--- config.mk ---
export PLATFORM = sky130hd
export DESIGN_NAME = hazard_ctrl
export DESIGN_NICKNAME = d
export VERILOG_FILES = /design/src/rtl/hazard_ctrl.sv
export SDC_FILE = /design/constraint.sdc
export NUM_CORES = 1
export LEC_CHECK = 0
export ABC_AREA = 1
export CAP_MARGIN = 0
export CORE_MARGIN = 4
export CORE_UTILIZATION = 43
export CTS_BUF_LIST = sky130_fd_sc_hd__clkbuf_16
export DETAILED_ROUTE_END_ITERATION = 6
export MAX_ROUTING_LAYER = met4
export PLACE_DENSITY = 0.89
export SLEW_MARGIN = 20
export SYNTH_ARGS = -nofsm -noshare
export SYNTH_HDL_FRONTEND = slang
export SYNTH_SLANG_ARGS = --single-unit
export TNS_END_PERCENT = 5
--- constraint.sdc ---
create_clock -name clk -period 4.2 [get_ports clk]
set_clock_uncertainty 0.2 [all_clocks]
set_input_delay 0.42 -clock clk [delete_from_list [all_inputs] [get_ports clk]]
set_output_delay 0.42 -clock clk [all_outputs]
set_load 0.02 [all_outputs]
--- src/rtl/hazard_ctrl.sv ---
// Scoreboard-based hazard, forwarding and kill controller for the Riscv151 pipeline.
// Tracks in-flight instructions from X to writeback and drives bypass selects, stalls and squashes.
module hazard_ctrl #(
    parameter int DEPTH       = 2,
    parameter int NUM_SRC     = 2,
    parameter int LOAD_LAT    = 1,
    parameter int KILL_CYCLES = 1,
    parameter int AW          = 5,
    localparam int FSW        = $clog2(DEPTH + 1),
    localparam int KCW        = $clog2(KILL_CYCLES + 1)
) (
    input  logic                   clk,
    input  logic                   reset,
    input  logic                   id_valid,
    input  logic [AW-1:0]          id_rd,
    input  logic                   id_we,
    input  logic                   id_is_load,
    input  logic [NUM_SRC*AW-1:0]  id_rs,
    input  logic [NUM_SRC-1:0]     id_rs_used,
    input  logic                   redirect,
    output logic                   stall,
    output logic                   id_kill,
    output logic [NUM_SRC*FSW-1:0] fwd_sel,
    output logic [NUM_SRC*FSW-1:0] fwd_sel_x,
    output logic                   retire_we,
    output logic [AW-1:0]          retire_rd
);

    logic [DEPTH-1:0]              valid_q, valid_d;
    logic [DEPTH-1:0]              we_q, we_d;
    logic [DEPTH-1:0]              load_q, load_d;
    logic [DEPTH-1:0][AW-1:0]      rd_q, rd_d;
    logic [KCW-1:0]                kill_cnt_q, kill_cnt_d;
    logic [NUM_SRC*FSW-1:0]        fwd_sel_x_q, fwd_sel_x_d;

    logic [NUM_SRC*FSW-1:0]        fwd_raw;
    logic [NUM_SRC-1:0]            found;
    logic                          hazard;
    logic                          kill_raw;
    logic                          accept;

    // Youngest matching entry wins; a load too young to forward becomes a hazard instead.
    always_comb begin
        fwd_raw = '0;
        found   = '0;
        hazard  = 1'b0;
        for (int s = 0; s < NUM_SRC; s++) begin
            for (int k = 0; k < DEPTH; k++) begin
                if (!found[s] && id_rs_used[s] && (id_rs[s*AW +: AW] != '0) &&
                    valid_q[k] && we_q[k] && (rd_q[k] == id_rs[s*AW +: AW])) begin
                    found[s] = 1'b1;
                    if (!load_q[k] || (k >= LOAD_LAT)) begin
                        fwd_raw[s*FSW +: FSW] = FSW'(k + 1);
                    end else begin
                        hazard = 1'b1;
                    end
                end
            end
        end
    end

    always_comb begin
        kill_raw = redirect | (kill_cnt_q != '0);
        id_kill  = ~reset & kill_raw;
        stall    = ~reset & id_valid & ~kill_raw & hazard;
        fwd_sel  = reset ? '0 : fwd_raw;
        accept   = id_valid & ~stall & ~id_kill;
    end

    always_comb begin
        valid_d = '0;
        we_d    = '0;
        load_d  = '0;
        rd_d    = '0;
        for (int k = DEPTH - 1; k > 0; k--) begin
            valid_d[k] = valid_q[k-1];
            we_d[k]    = we_q[k-1];
            load_d[k]  = load_q[k-1];
            rd_d[k]    = rd_q[k-1];
        end
        valid_d[0] = accept;
        we_d[0]    = id_we;
        load_d[0]  = id_is_load;
        rd_d[0]    = id_rd;

        // A redirect restarts the window rather than extending it.
        if (redirect) begin
            kill_cnt_d = KCW'(KILL_CYCLES - 1);
        end else if (kill_cnt_q != '0) begin
            kill_cnt_d = kill_cnt_q - KCW'(1);
        end else begin
            kill_cnt_d = kill_cnt_q;
        end

        fwd_sel_x_d = (stall | id_kill) ? '0 : fwd_sel;
    end

    always_ff @(posedge clk) begin
        if (reset) begin
            valid_q     <= '0;
            we_q        <= '0;
            load_q      <= '0;
            rd_q        <= '0;
            kill_cnt_q  <= '0;
            fwd_sel_x_q <= '0;
        end else begin
            valid_q     <= valid_d;
            we_q        <= we_d;
            load_q      <= load_d;
            rd_q        <= rd_d;
            kill_cnt_q  <= kill_cnt_d;
            fwd_sel_x_q <= fwd_sel_x_d;
        end
    end

    assign fwd_sel_x = fwd_sel_x_q;
    assign retire_we = valid_q[DEPTH-1] & we_q[DEPTH-1];
    assign retire_rd = rd_q[DEPTH-1];

endmodule
Yosys cells after proc, flatten, opt, wreduce, memory -nomap -nowiden. Index checks and enable logic that the tools add are counted.

Bitwise logic cells: 14. Muxes and demuxes: 12. Reduce and logical (&&, ||, !) cells: 24. Equal/unequal tests: 4. Add/sub/neg operators: 1.

Operators by type and width (number): == test 5 bit (4); logical AND 1 bit (18); nonzero test 5 bit (2); two-way mux 1 bit (8); AND 1 bit (7); two-way mux 2 bit (3); inverter 1 bit (5); two-way mux 4 bit (1); OR reduction 3 bit (1); logical NOT 1 bit (2); bitwise OR 1 bit (2); OR reduction 2 bit (1); subtractor 1 bit (second input constant) (1).

Logic and storage cells: 62. Bits in registers: 20. Output and inout port bits: 16.

Longest topological paths before layout. Gate-level depths: netlist of run 1.

Depth after elaboration: 14. Mapped depth: 10. Depth with buffers taken out: 10.

Worst setup path before layout of run 1. OpenSTA, ideal clock, no wires.

Path type: input port to output port. From: in id_rs[4]. To: out stall. Setup slack: 2.451 ns. Stages on the path: 9. Data arrival time: 1.129 ns. Path through: inv_1 nand2_1 nand2_1 nand2_1 nor2_2 nand3_2 nand2_2 nand3_2 inv_1.

Longest elaborated chain between the ends: 9.

RTL lines: start: declaration (line 18) `input logic [NUM_SRC*AW-1:0] id_rs,`; nonzero test 5 bit (line 49) `if (!found[s] && id_rs_used[s] && (id_rs[s*AW +: AW] != '0) &&`; logical AND 1 bit (2 in series) (line 49); logical AND 1 bit (line 50) `valid_q[k] && we_q[k] && (rd_q[k] == id_rs[s*AW +: AW])) begin`; logical AND 1 bit (*) (line 50); two-way mux 1 bit (*) (line 49); two-way mux 1 bit (line 52) `if (!load_q[k] || (k >= LOAD_LAT)) begin`; two-way mux 1 bit (*) (line 49); AND 1 bit (*) (line 65) `stall = ~reset & id_valid & ~kill_raw & hazard;`; end: declaration (line 21) `output logic stall,`.

Mark *: on every way between the ends. The rest lies on a longest branch, timed or not.

Worst setup path in the final report of run 1.
From: in reset. To: out fwd_sel[1].

Longest elaborated chain between the ends: 1.

RTL lines: start: declaration (line 13) `input logic reset,`; two-way mux 4 bit (line 66) `fwd_sel = reset ? '0 : fwd_raw;`; end: declaration (line 23) `output logic [NUM_SRC*FSW-1:0] fwd_sel,`.

Every way passes these cells.

==> results of run 1 <==
## where the power goes
part / leakage (nW) / switching [mW] / internal, mW / total (mW)
clock: 0.0511 / 0.0726 / 0.189 / 0.262
sequential: 0.165 / 0.00551 / 0.197 / 0.202
combinational: 0.498 / 0.0332 / 0.0355 / 0.0688
total: 0.714 / 0.111 / 0.421 / 0.533
## stage by stage
stage	total power, mW	std cells
2_1_floorplan	0.238	147
3_3_place_gp	0.274	212
3_5_place_dp	0.275	212
4_1_cts	0.536	216
5_1_grt	0.554	216
6_report	0.533	216
## path summary, 6_finish.rpt
| check | startpoint | end | slack [ns] | depth (start not counted) |
|---|---|---|---|---|
| setup reg to reg | rd_d[8] | fwd_sel_x[3] | 2.74 | 9 |
| setup / recovery | reset | fwd_sel[1] | 1.21 | 7 |
| hold reg to reg | valid_q[0] | valid_q[1] | 0.22 | 2 |
| hold / removal | valid_q[0] | valid_q[1] | 0.22 | 2 |
## metal layers
layer | track usage (%) | vias to the layer above
met4 | 6.10 | 0
li1 | - | 524
met5 | - | -
met1 | 19.5 | 460
met2 | 30.4 | 33
met3 | 4.18 | 5
## cells in the mapped netlist (all sizes together)
| cell | number | area (µm²) |
|---|---|---|
| o21ai | 3 | 15.0 |
| nor3 | 3 | 31.3 |
| xor2 | 2 | 17.5 |
| xnor2 | 4 | 35.0 |
| nand4 | 2 | 12.5 |
| nor2 | 33 | 129 |
| conb | 1 | 3.75 |
| nand2 | 28 | 113 |
| dfxtp | 20 | 400 |
| a21oi | 4 | 20.0 |
| o22ai | 1 | 6.26 |
| nand3 | 10 | 65.1 |
| buf | 2 | 8.75 |
| inv | 32 | 120 |
| o2111ai | 2 | 17.5 |
## worst min-delay path, stage by stage, from the launching register on
cell,delay [ns]
dfxtp_1,0.31
inv_1,0.05
nor2_1,0.03
## cells by family (layout without fill, tap and decap cells)
logic type      count (synthesis)  count (layout)  share of synthesized area (%)
compound gates                 10              10                           5.91
xor+xnor                        6               6                           5.28
buf+inv                        34              75                           13.0
flops                          20              20                           40.3
other cells                     1               1                          0.377
simple gates                   76              76                           35.2
## state kept, by name (all words and copies together), names as in the netlist
register / flops
fwd_sel_x: 4
valid_q: 2
load_q: 1
rd_d: 5
retire_rd: 5
we_q: 2
kill_cnt_q: 1
## final cells by class
class	instances	area, µm²
Tap cell	28	35.0
Fill cell	202	698
Sequential cell	20	400
Clock inverter	1	30.0
Clock buffer	3	75.1
Timing Repair Buffer	39	388
Multi-Input combinational cell	93	465
Inverter	32	120
==> impl_metrics.csv, run 1 <==
group,metric,value,unit
floorplan,initial_utilization,45.0,%
logic_synthesis,synth_cell_type_count,22,
worst_setup_path,crit_path_start_kind,"primary input",
clocking,cts.sinks,20,
final_layout,drive_above_1_share,9.57,%
clocking,cts-hold-fix-buffers,0,
logic_synthesis,syn_area,995,µm²
floorplan,top_level_ports,39,
floorplan,coreArea,2210,µm²
grt,grt_pass1_wl,4290,µm
timing,whs,0.222,ns
detailed_routing,wl_met1,1080,µm
final_layout,postLayoutCoreUtil,68.4,%
place,dp_slack,1.22,ns
timing,fmax,0.334,GHz
timing,hold_violations,0,
place,port_buffers,38,
worst_setup_path,crit_family,"buffers and inverters",
worst_setup_path,path_cells,"clkdlybuf4s50_1, nor2_1, nand3_1, nor3_1, nand3_1, inv_1, clkdlybuf4s50_1",
min_path,min_path_type,"flop to flop",
detailed_routing,routed_wl,2470,µm
timing,setup-tns-final,0,ns
final_layout,final_common_cell,"clkdlybuf4s50_1",
detailed_routing,drc,0,
detailed_routing,drtAntennaViolNets,0,
worst_setup_path,crit_buf_inv,3,
grt,grt_max_degree,13,
worst_setup_path,cp_slowest_cell,"clkdlybuf4s50_1",
floorplan,fp.dieW,56.1,µm
clocking,cts_root_buffer,"clkbuf_16",
place,dp_hpwl,2040,µm
place,gp_congestion,0.908,
final_layout,final_cell_mix,"clkdlybuf4s50_1 (38), nor2_1 (31), inv_1 (29), nand2_1 (25), dfxtp_1 (20)",
place,dpl_cell_area,1410,µm²
detailed_routing,topRoutingLayerUsed,"met4",
timing,rsz0062_at_grt,"false",
floorplan,fp.dieH,56.1,µm
detailed_routing,wl_per_cell,11.4,µm
pwr,power_density,352,nW/µm²
detailed_routing,firstDrtPassIters,4,
logic_synthesis,syn_avg_cell_area,6.77,µm²
detailed_routing,drtIter0Drc,10,
worst_setup_path,required,3.58,ns
clocking,clk_latency,0.25,ns
pwr,leakagePower,0.714,nW
worst_setup_path,worst-path-max-fanout,12,
timing,worst_slack,1.21,ns
grt,grt_overflow,0,
clocking,ctsLongestPathBuffers,2,
job,cap_violations,0,
final_layout,design_area,1510,µm²
timing,slew_violations,0,
clocking,cts_resized,0,
detailed_routing,vias,1022,
final_layout,syn2layout_area_growth,52.2,%
grt,antenna_found_initial,0,
grt,track_usage,17.5,%
timing,setup-violations-final,0,
detailed_routing,met2_length,1200,µm
logic_synthesis,ys_seq_area_share,40.3,%
logic_synthesis,yosys_warnings,0,
timing,period_minus_slack,2.99,ns
logic_synthesis,ys_seq_elements,20,
detailed_routing,via_per_inst,4.73,
logic_synthesis,syn-num-nets,170,
clocking,cts_setup_buffers,0,
worst_setup_path,arrival,2.37,ns
timing,fin_crit_sh,71.2,%
floorplan,num_rows,17,
grt,first_global_vias,1017,
final_layout,nets,212,
floorplan,die-area,3150,µm²
worst_setup_path,max_stage_delay,0.65,ns
worst_setup_path,critPathKind,"primary input to output port",
clocking,tritoncts,"yes",
logic_synthesis,syn-instance-count,147,
detailed_routing,wl_met3,158,µm
clocking,clk_pin_slew,0.06,ns
worst_setup_path,crit_path_end_kind,"output port",
clocking,cts_buffers,3,
pwr,peakVddDrop,229,µV
outcome,outcome,"completed",
clocking,htree_levels,1,
final_layout,antenna_cells,0,
Note: power is estimated with default switching activity, not from simulation.
==> inputs of run 2 (changes only) <==
- CORE_UTILIZATION: 43 -> 38
- PLACE_DENSITY: 0.89 -> 0.84
- clock period: 4.2 -> 2.73 ns (I/O delays scaled with it)
==> impl_metrics.csv, run 2 (synthesis gave the netlist of run 1 again) <==
group,metric,value,unit
outcome,outcome,"completed",
worst_setup_path,arrival,2.10,ns
grt,first_global_vias,947,
grt,track_usage,15.6,%
worst_setup_path,required,2.26,ns
detailed_routing,routed_wl,2480,µm
final_layout,syn2layout_area_growth,52.7,%
grt,grt_overflow,0,
floorplan,num_rows,18,
final_layout,final_cell_mix,"clkdlybuf4s50_1 (37), nor2_1 (31), inv_1 (29), nand2_1 (25), dfxtp_1 (20)",
clocking,tritoncts,"yes",
timing,setup-violations-final,0,
clocking,clk_pin_slew,0.05,ns
timing,hold_violations,0,
grt,grt_pass1_wl,3980,µm
final_layout,final_common_cell,"clkdlybuf4s50_1",
detailed_routing,drtAntennaViolNets,0,
final_layout,antenna_cells,0,
detailed_routing,drtIter0Drc,17,
clocking,cts-hold-fix-buffers,0,
detailed_routing,firstDrtPassIters,4,
pwr,power_density,534,nW/µm²
floorplan,fp.dieH,59.2,µm
timing,fmax,0.389,GHz
place,gp_congestion,0.893,
timing,rsz0062_at_grt,"false",
clocking,cts_root_buffer,"clkbuf_16",
worst_setup_path,critPathKind,"primary input to output port",
timing,worst_slack,0.157,ns
clocking,cts.sinks,20,
clocking,cts_buffers,3,
clocking,clk_latency,0.25,ns
floorplan,fp.dieW,59.2,µm
pwr,power,0.812,mW
floorplan,initial_utilization,40.2,%
job,cap_violations,0,
final_layout,drive_above_1_share,9.57,%
detailed_routing,vias,984,
floorplan,coreArea,2480,µm²
pwr,peakVddDrop,687,µV
detailed_routing,wl_per_cell,11.4,µm
timing,slew_violations,0,
clocking,ctsLongestPathBuffers,2,
final_layout,fill_cells,239,
worst_setup_path,worst-path-max-fanout,4,
pwr,leakagePower,0.732,nW
clocking,htree_levels,1,
grt,antenna_found_initial,0,
timing,period_minus_slack,2.57,ns
floorplan,die-area,3500,µm²
min_path,min_path_type,"flop to flop",
floorplan,top_level_ports,39,
final_layout,nets,212,
detailed_routing,drc,0,
place,dp_hpwl,1960,µm
timing,fin_crit_sh,94.2,%
place,dp_slack,0.0949,ns
place,port_buffers,38,
timing,setup-tns-final,0,ns
grt,grt_max_degree,14,
worst_setup_path,crit_path_start_kind,"primary input",
worst_setup_path,crit_path_end_kind,"output port",
detailed_routing,via_per_inst,4.51,
run 2: cell count changes in the layout (fill, tap and decap cells not counted), sizes merged:
cell and delta:
clkdlybuf4s50 -1, dlymetal6s2s +1
run 2: final cells by class:
cell class,count,area (µm²),area share (%)
timing repair buffer,39,390,25.7
inverter,32,120,7.91
sequential,20,400,26.4
clock inverter,1,30.0,1.98
clock buffer,3,75.1,4.94
tap,30,37.5,2.47
multi-input combinational,93,465,30.6
run 2: report_power, final:
part	internal, mW	switching [mW]	leakage, nW	total (mW)
sequential	0.303	0.00820	0.165	0.311
combinational	0.0547	0.0514	0.517	0.106
clock	0.291	0.104	0.0511	0.394
total	0.648	0.163	0.732	0.812
run 2: through the flow:
step           cell area [µm²]  instances  hold WS, ns  utilization (%)
3_3_place_gp              1410        214        0.206             57.0
6_report                  1520        218        0.218             61.3
2_1_floorplan              995        147        0.180                -
5_1_grt                   1520        218        0.247             61.3
3_5_place_dp              1410        214        0.211             57.0
4_1_cts                   1520        218        0.219             61.2
run 2: critical path: stages:
cell             delay [ns]
clkdlybuf4s50_1        0.55
inv_1                  0.06
nand2_1                0.06
nand3_1                0.08
nor2_2                 0.15
nand3_2                0.09
nand2_2                0.10
nand3_2                0.08
inv_1                  0.06
clkdlybuf4s50_1        0.59
run 2: worst paths after layout:
kind              start            to  slack [ns]  depth (start not counted)
max            id_rs[0]         stall        0.16                         10
min          valid_q[0]    valid_q[1]        0.22                          2
max reg2reg     rd_d[8]  fwd_sel_x[2]        1.21                          9
min reg2reg  valid_q[0]    valid_q[1]        0.22                          2
run 2: repair_timing:
item                       in CTS  in global routing
buffers inserted                0                  0
gates resized for setup         0                  1
hold endpoints to repair        0                  0
setup endpoints to repair       0                  1
run 2: per-layer routing:
layer | global-route usage (%) | wire (µm) | share of wire, % | vias up
li1 | - | - | - | 520
met4 | 4.53 | 35 | 1.4 | 0
met1 | 17.1 | 1070 | 43 | 426
met3 | 4.79 | 165 | 6.7 | 4
met5 | - | 0 | 0 | -
met2 | 27.1 | 1200 | 49 | 34
==> inputs of run 3 (changes only) <==
- CORE_MARGIN: 4 -> not set
==> impl_metrics.csv, run 3 (synthesis gave the netlist of run 1 again) <==
group,metric,value,unit
pwr,leakagePower,0.720,nW
floorplan,num_rows,18,
grt,grt_max_degree,14,
place,dp_hpwl,1820,µm
worst_setup_path,crit_path_start_kind,"primary input",
place,dp_slack,0.143,ns
timing,slew_violations,0,
grt,grt_pass1_wl,3660,µm
detailed_routing,vias,973,
grt,grt_overflow,0,
pwr,power_density,477,nW/µm²
timing,hold_violations,0,
pwr,peakVddDrop,301,µV
final_layout,final_common_cell,"clkdlybuf4s50_1",
timing,worst_slack,0.148,ns
timing,period_minus_slack,2.58,ns
timing,fmax,0.387,GHz
final_layout,syn2layout_area_growth,50.1,%
floorplan,top_level_ports,39,
min_path,min_path_type,"flop to flop",
floorplan,initial_utilization,40.2,%
timing,whs,0.223,ns
final_layout,antenna_cells,0,
worst_setup_path,critPathKind,"primary input to output port",
floorplan,fp.dieH,53.2,µm
job,cap_violations,0,
floorplan,die-area,2830,µm²
floorplan,coreArea,2480,µm²
final_layout,nets,212,
grt,track_usage,18.4,%
detailed_routing,drtIter0Drc,25,
detailed_routing,drc,0,
timing,setup-violations-final,0,
detailed_routing,routed_wl,2260,µm
grt,antenna_found_initial,0,
worst_setup_path,arrival,2.11,ns
final_layout,drive_above_1_share,9.04,%
outcome,outcome,"completed",
final_layout,final_cell_mix,"clkdlybuf4s50_1 (37), nor2_1 (31), inv_1 (29), nand2_1 (25), dfxtp_1 (20)",
timing,fin_crit_sh,94.6,%
grt,grt.met1_usage,21.4,%
clocking,cts_root_buffer,"clkbuf_16",
clocking,clk_pin_slew,0.05,ns
timing,rsz0062_at_grt,"false",
worst_setup_path,required,2.26,ns
clocking,cts_buffers,3,
clocking,clk_latency,0.25,ns
grt,busiest_layer,"met2",
floorplan,fp.dieW,53.2,µm
timing,setup-tns-final,0,ns
worst_setup_path,worst-path-max-fanout,4,
detailed_routing,firstDrtPassIters,4,
grt,first_global_vias,888,
grt,use_met2,32.5,%
place,port_buffers,38,
detailed_routing,drtAntennaViolNets,0,
clocking,htree_levels,1,
clocking,tritoncts,"yes",
detailed_routing,via_per_inst,4.46,
clocking,cts_setup_buffers,0,
grt,gr-usage-met3,3.74,%
place,gp_congestion,0.900,
detailed_routing,wl_per_cell,10.4,µm
clocking,ctsLongestPathBuffers,2,
worst_setup_path,crit_path_end_kind,"output port",
clocking,cts.sinks,20,
-- run 3: what timing repair did --
action,CTS,global route
resized for setup,0,1
hold buffers,0,0
setup endpoints to repair,0,1
-- run 3: report_power, final --
| part | switching, mW | total [mW] | internal, mW | leakage, nW |
|---|---|---|---|---|
| clock network | 0.100 | 0.295 | 0.195 | 0.0385 |
| registers | 0.00829 | 0.311 | 0.303 | 0.165 |
| logic | 0.0511 | 0.106 | 0.0547 | 0.517 |
| total | 0.159 | 0.712 | 0.552 | 0.720 |
-- run 3: final timing paths --
path	cells after the start	start	slack, ns	end
min	2	we_q[0]	0.22	we_q[1]
min reg2reg	2	we_q[0]	0.22	we_q[1]
max reg2reg	9	rd_d[8]	1.22	fwd_sel_x[3]
max	10	id_rs[0]	0.15	stall
-- run 3: worst max-delay path, cell delays in order --
cell	delay [ns]
clkdlybuf4s50_1	0.56
inv_1	0.06
nand2_1	0.06
nand3_1	0.08
nor2_2	0.16
nand3_2	0.10
nand2_2	0.09
nand3_2	0.08
inv_1	0.06
clkdlybuf4s50_1	0.59
-- run 3: layout make-up --
cell class	count	area, µm²
well taps	30	37.5
multi-input cells	93	465
fillers	236	985
repair buffers	39	390
flip-flops and latches	20	400
clock inverters	1	3.75
inverters	32	120
clock buffers	3	75.1
-- run 3: stage by stage --
stage | cells | util [%] | area (µm²) | total power [mW]
after detailed placement | 214 | 57.0 | 1410 | 0.423
after CTS | 218 | 60.2 | 1490 | 0.723
after global routing | 218 | 60.3 | 1490 | 0.744
final | 218 | 60.3 | 1490 | 0.712
after floorplan | 147 | - | 995 | 0.367
after global placement | 214 | 57.0 | 1410 | 0.422
-- run 3: per-layer routing --
layer	share of wire, %	up-vias	wire length (µm)
met5	0	-	0
met4	0.53	0	12
met3	5.1	2	116
met2	47	34	1060
met1	48	415	1080
li1	-	522	-
